==> src/rtl/game_pkg.sv <==
// Shared types, defaults and switch encoders for the unicorn runner sequencer.
// No timing of its own; everything here is constants and pure functions.
package game_pkg;

  localparam int DB_CYCLES_DEF      = 1_000_000;
  localparam int TICK_BITS_DEF      = 20;
  localparam int LOCKOUT_CYCLES_DEF = 50_000_000;

  typedef enum logic [1:0] {
    IDLE = 2'd0,
    RUN  = 2'd1,
    DEAD = 2'd2
  } state_t;

  typedef struct packed {
    logic [2:0] speed;
    logic [1:0] difficulty;
  } settings_t;

  localparam settings_t SETTINGS_RST = '{speed: 3'd2, difficulty: 2'd0};

  function automatic logic [2:0] encode_speed(input logic [3:0] sw);
    if (sw[3])      return 3'd6;
    else if (sw[2]) return 3'd5;
    else if (sw[1]) return 3'd4;
    else if (sw[0]) return 3'd3;
    else            return 3'd2;
  endfunction

  function automatic logic [1:0] encode_difficulty(input logic [3:0] sw);
    if (sw[3])      return 2'd3;
    else if (sw[2]) return 2'd2;
    else if (sw[1]) return 2'd1;
    else            return 2'd0;
  endfunction

endpackage

==> src/rtl/btn_debounce.sv <==
// Button conditioner: 2-flop synchronizer, stability debouncer, rising-edge press pulse.
// db follows btn 2+DB_CYCLES cycles after a clean change; no backpressure.
module btn_debounce #(
  parameter int DB_CYCLES = game_pkg::DB_CYCLES_DEF
) (
  input  logic CLK100MHZ,
  input  logic reset,
  input  logic btn,
  output logic db,
  output logic press
);

  localparam int CW = $clog2(DB_CYCLES + 1);

  logic          sync1;
  logic          sync2;
  logic [CW-1:0] cnt;
  logic          flip;

  // Flip on the DB_CYCLES-th consecutive cycle of disagreement.
  assign flip = (sync2 != db) && (cnt == CW'(DB_CYCLES - 1));

  always_ff @(posedge CLK100MHZ) begin
    if (reset) begin
      sync1 <= 1'b0;
      sync2 <= 1'b0;
      cnt   <= '0;
      db    <= 1'b0;
      press <= 1'b0;
    end else begin
      sync1 <= btn;
      sync2 <= sync1;
      press <= flip && sync2;
      if (flip) begin
        db  <= sync2;
        cnt <= '0;
      end else if (sync2 != db) begin
        cnt <= cnt + CW'(1);
      end else begin
        cnt <= '0;
      end
    end
  end

endmodule

==> src/rtl/game_sequencer.sv <==
// Game controller: IDLE/RUN/DEAD FSM, speed-scaled tick enable, latched settings, death lockout.
// All outputs registered, one cycle after the qualifying condition; no backpressure.
module game_sequencer
  import game_pkg::*;
#(
  parameter int DB_CYCLES      = DB_CYCLES_DEF,
  parameter int TICK_BITS      = TICK_BITS_DEF,
  parameter int LOCKOUT_CYCLES = LOCKOUT_CYCLES_DEF
) (
  input  logic       CLK100MHZ,
  input  logic       reset_btn,
  input  logic       jump_btn,
  input  logic [3:0] speed_in,
  input  logic [3:0] difficulty_in,
  input  logic       isdead,
  output logic       tick,
  output logic       start,
  output logic       jump,
  output logic [2:0] speed,
  output logic [1:0] difficulty,
  output logic       dead,
  output logic [1:0] state
);

  localparam int LW = $clog2(LOCKOUT_CYCLES + 1);

  logic db;
  logic press;

  btn_debounce #(.DB_CYCLES(DB_CYCLES)) u_jump_db (
    .CLK100MHZ (CLK100MHZ),
    .reset     (reset_btn),
    .btn       (jump_btn),
    .db        (db),
    .press     (press)
  );

  state_t             st;
  state_t             st_nxt;
  logic               armed;
  logic               armed_nxt;
  settings_t          cfg;
  logic [TICK_BITS-1:0] acc;
  logic [TICK_BITS:0] acc_sum;
  logic [LW-1:0]      lock_cnt;
  logic               lock_done;

  // Carry into bit TICK_BITS is the tick; only the low bits are kept.
  assign acc_sum   = {1'b0, acc} + {{(TICK_BITS - 2){1'b0}}, cfg.speed};
  assign lock_done = (lock_cnt == LW'(LOCKOUT_CYCLES));

  always_comb begin
    st_nxt    = st;
    armed_nxt = armed;
    case (st)
      IDLE: begin
        if (press) begin
          st_nxt    = RUN;
          armed_nxt = 1'b0;
        end
      end
      RUN: begin
        // The start press must be released before jumps count.
        if (!db) armed_nxt = 1'b1;
        if (isdead) st_nxt = DEAD;
      end
      DEAD: begin
        if (press && lock_done) st_nxt = IDLE;
      end
      default: st_nxt = IDLE;
    endcase
  end

  always_ff @(posedge CLK100MHZ) begin
    if (reset_btn) begin
      st    <= IDLE;
      armed <= 1'b0;
    end else begin
      st    <= st_nxt;
      armed <= armed_nxt;
    end
  end

  always_ff @(posedge CLK100MHZ) begin
    if (reset_btn) begin
      start    <= 1'b0;
      dead     <= 1'b0;
      jump     <= 1'b0;
      tick     <= 1'b0;
      cfg      <= SETTINGS_RST;
      acc      <= '0;
      lock_cnt <= '0;
    end else begin
      start <= (st_nxt == RUN);
      dead  <= (st_nxt == DEAD);
      jump  <= (st_nxt == RUN) && armed_nxt && db;
      tick  <= 1'b0;
      if (st == IDLE && st_nxt == RUN) begin
        cfg <= '{speed: encode_speed(speed_in), difficulty: encode_difficulty(difficulty_in)};
        acc <= '0;
      end else if (st == RUN && st_nxt == RUN) begin
        acc  <= acc_sum[TICK_BITS-1:0];
        tick <= acc_sum[TICK_BITS];
      end
      if (st != DEAD) lock_cnt <= '0;
      else if (!lock_done) lock_cnt <= lock_cnt + LW'(1);
    end
  end

  assign speed      = cfg.speed;
  assign difficulty = cfg.difficulty;
  assign state      = st;

endmodule

==> config.mk <==
export PLATFORM = sky130hd
export DESIGN_NAME = game_sequencer
export DESIGN_NICKNAME = d
export VERILOG_FILES = /design/src/rtl/game_pkg.sv /design/src/rtl/btn_debounce.sv /design/src/rtl/game_sequencer.sv
export SDC_FILE = /design/constraint.sdc
export NUM_CORES = 1
export LEC_CHECK = 0
export BUFFER_PORTS_ARGS = -buffer_cell sky130_fd_sc_hd__buf_2
export CORE_UTILIZATION = 55
export DETAILED_ROUTE_END_ITERATION = 12
export PLACE_DENSITY_LB_ADDON = 0.15
export SETUP_SLACK_MARGIN = 0.15
export SLEW_MARGIN = 10
export SYNTH_ARGS = -nofsm -noshare
export SYNTH_HDL_FRONTEND = slang
export SYNTH_SLANG_ARGS = --single-unit
==> constraint.sdc <==
create_clock -name CLK100MHZ -period 2.35 [get_ports CLK100MHZ]
set_input_delay 0.1175 -clock CLK100MHZ [delete_from_list [all_inputs] [get_ports CLK100MHZ]]
set_output_delay 0.1175 -clock CLK100MHZ [all_outputs]
set_load 0.01 [all_outputs]
==> run summary <==
Layout cells sized above 1: 12.26%
Port bufs: 21
Max-Cap Viols: 0
# clock sinks: 82
Req. time, crit path: 2.58 ns
Area growth syn-to-layout: 11.43%
Metal2 WL: 3.757 mm
Longest Clk Path Bufs: 2
RSZ-0062 raised after global routing: false
Yosys warns: 0
Ports: 23
Tightest Pin Transition: 0.5057 ns
Worst IR Drop VDD: 407.3 uV
DRC: 0
Slowest stage cell on the critical path: or4b_4
Clk_lat worst skew: 0.35 ns
Crit-path max FO: 19
# hold bufs at CTS: 1
LEAKAGE: 1.346 nW
Iteration-0 DRC count of the detailed router: 108
Power Density: 557.7 nW/um^2
Crit path launch type: flip-flop
Part of the cycle the worst path needs: 88.58%
R2R cell count: 4
Die area: 7285 sq um
Commonest non-fill, non-tap cell in the layout: dfxtp_1
Num CTS Buffers: 9
Core ar.: 6756 sq um
First-pass GRT wire length: 13.49 mm
Hold Crit Class: input pin to flip-flop
Commonest non-fill, non-tap cells in the layout: dfxtp_1, nor2_1, a21oi_1, nand2_1, nand3_1
Initial cell density of the core: 56.56%
Setup Skew: 0.01028 ns
Reg2reg end: u_jump_db.cnt[13]
Reg-to-Reg Start: u_jump_db.cnt[11]
Top routing layer in use: met4
Post-synth EDFFs: 0
GRT Total Usage: 22.94%
Post-layout min period: 2.082 ns
Final Max Slew Viols: 0
Worst slew margin: 66.28%
Row cnt: 30
Via/cell ratio: 6.096
Min Hold Slack: 0.04742 ns
Predominant post-synthesis flop cell: dfxtp_1
Ant. Diodes: 0
Largest net degree at the start of global routing: 21
#FFs+latches synth: 82
Clock-pin slew on the worst setup and hold paths: 0.08 ns
Total negative slack: 0 ns
Setup violators final: 0
Outcome: complete, no violations
Initial antenna violation count: 0
Final net count: 487
Hold Crit Depth: 3
Cells after Synth: 437
Async SR Flop Fraction: 0%
Critical Path End Type: flip-flop
Die Ht: 85.35 microns
GPL Wtd Cong: 0.7814
CP cell instances: or4b_4 > or4_4 > o21ai_4 > nor2_1
Vias in the first global route: 3076
R2r setup slk: 0.27 ns
Setup Fix Bufs, Post-CTS: 0
Post-synthesis sequential area ratio: 42.96%
CTS tree: yes
WL/cell: 13.92 microns
Hpwl dp: 5.381 mm
Vias: 3371
Metal1 wirelength: 3.583 mm
Die width: 85.35 microns
Drt first pass iters: 4
Metal3 WL: 256 microns
Root Buffer: clkbuf_8
Syn nets: 456
Endpoint of the worst hold path: difficulty[0]
Crit path from: u_jump_db.cnt[11]
Netlist cell types: 49
Fmax: 480.4 MHz
Antenna Violating Nets Remaining: 0
Final Hold Vio Count: 0
Overflow after GRT: 0
Syn Area/Cell: 8.744 sq um
H-tree depth: 3
Crit path DAT: 2.31 ns
CP peak stage delay: 0.55 ns
Critical hold path startpoint: difficulty_in[3]
Kind of critical path: flip-flop to flip-flop
DRT Wirelength: 7.699 mm
Synthesized area: 3821 sq um
Cts repair resizes: 0
-- synth_stat cells, types with 2 or more instances --
| library cell | instances | share of area [%] |
|---|---|---|
| nand4_1 | 14 | 2.3 |
| or4b_1 | 3 | 0.79 |
| xnor2_1 | 14 | 3.2 |
| mux2i_1 | 2 | 0.52 |
| nand3_1 | 24 | 3.1 |
| nor2_1 | 41 | 4.0 |
| or3_1 | 15 | 2.5 |
| or4_1 | 14 | 2.8 |
| nand2_1 | 25 | 2.5 |
| o21ai_0 | 15 | 2.0 |
| a21oi_1 | 39 | 5.1 |
| buf_2 | 2 | 0.26 |
| o41ai_1 | 5 | 1.1 |
| a211oi_1 | 2 | 0.39 |
| inv_1 | 15 | 1.5 |
| nand2b_1 | 3 | 0.49 |
| o2111ai_1 | 2 | 0.46 |
| nor3_1 | 12 | 1.6 |
| nor4_1 | 7 | 1.1 |
| dfxtp_1 | 82 | 43 |
| and2_1 | 2 | 0.33 |
| xor2_1 | 15 | 3.4 |
| o211ai_1 | 2 | 0.39 |
| nor2b_1 | 7 | 1.1 |
| clkbuf_1 | 11 | 1.1 |
| nand3b_1 | 3 | 0.59 |
| or4b_2 | 2 | 0.52 |
| ha_1 | 6 | 2.0 |
| and3_1 | 7 | 1.1 |
| and4_1 | 8 | 1.8 |
| o31ai_1 | 15 | 2.9 |
| nor4b_1 | 6 | 1.4 |
-- layer usage --
metal	global-route usage, %	vias to the layer above
met4	8.788	0
met5	0	-
met2	38.93	54
met3	5.642	12
met1	28.18	1619
li1	-	1686
-- worst max path at each step --
| stage | endpoint | depth (start not counted) |
|---|---|---|
| after global routing | u_jump_db.cnt[9] | 4 |
| final | u_jump_db.cnt[13] | 4 |
| after global placement | u_jump_db.cnt[10] | 4 |
| after CTS | u_jump_db.cnt[4] | 4 |
| after floorplan | acc[18] | 7 |
| after detailed placement | u_jump_db.cnt[12] | 4 |
-- cell families after synthesis --
logic type	synth area share (%)
buf+inv	3.209
xor+xnor	6.647
simple gates	30.32
fa+ha+maj	2.489
mux	0.5239
compound gates	13.85
flops	42.96
-- state kept, by name (all words and copies together) (netlist names) --
register,cells
u_jump_db.cnt,20
speed,3
state,2
jump,1
tick,1
u_jump_db.sync1,1
u_jump_db.press,1
lock_cnt,26
u_jump_db.db,1
start,1
dead,1
u_jump_db.sync2,1
difficulty,2
acc,20
armed,1
-- metrics by stage --
stage                     std cells  instance area [sq um]  power (mW)  worst slack, ns  util, %
after CTS                       553                   4258       2.407           0.2538    63.02
after detailed placement        536                   4058       1.459           0.2728    60.06
after global routing            553                   4258       2.475           0.1842    63.02
after global placement          536                   4058       1.458           0.3013    60.06
after floorplan                 437                   3821       1.443           0.3146        -
final                           553                   4258       2.374           0.2684    63.02
-- layout make-up --
class                           instances  area [sq um]
Clock buffer                           11         151.4
Multi-Input combinational cell        325          2057
Tap cell                               80         100.1
Clock inverter                          5         38.79
Fill cell                             601          2499
Sequential cell                        82          1642
Timing Repair Buffer                   35         212.7
Inverter                               15         56.30
-- critical path: cells and delay by family, from the launching register on --
kind / cells / cell delay [ns]
and+or+nand+nor: 3 / 1.17
DFF: 1 / 0.36
AOI/OAI and AO/OA: 1 / 0.43
-- report_power, final --
| part | internal, mW | switching (mW) | total (mW) |
|---|---|---|---|
| combinational | 0.0150 | 0.0203 | 0.0354 |
| clock | 0.445 | 0.503 | 0.948 |
| sequential | 1.39 | 0.00144 | 1.39 |
(Power assumes the default switching activity.)
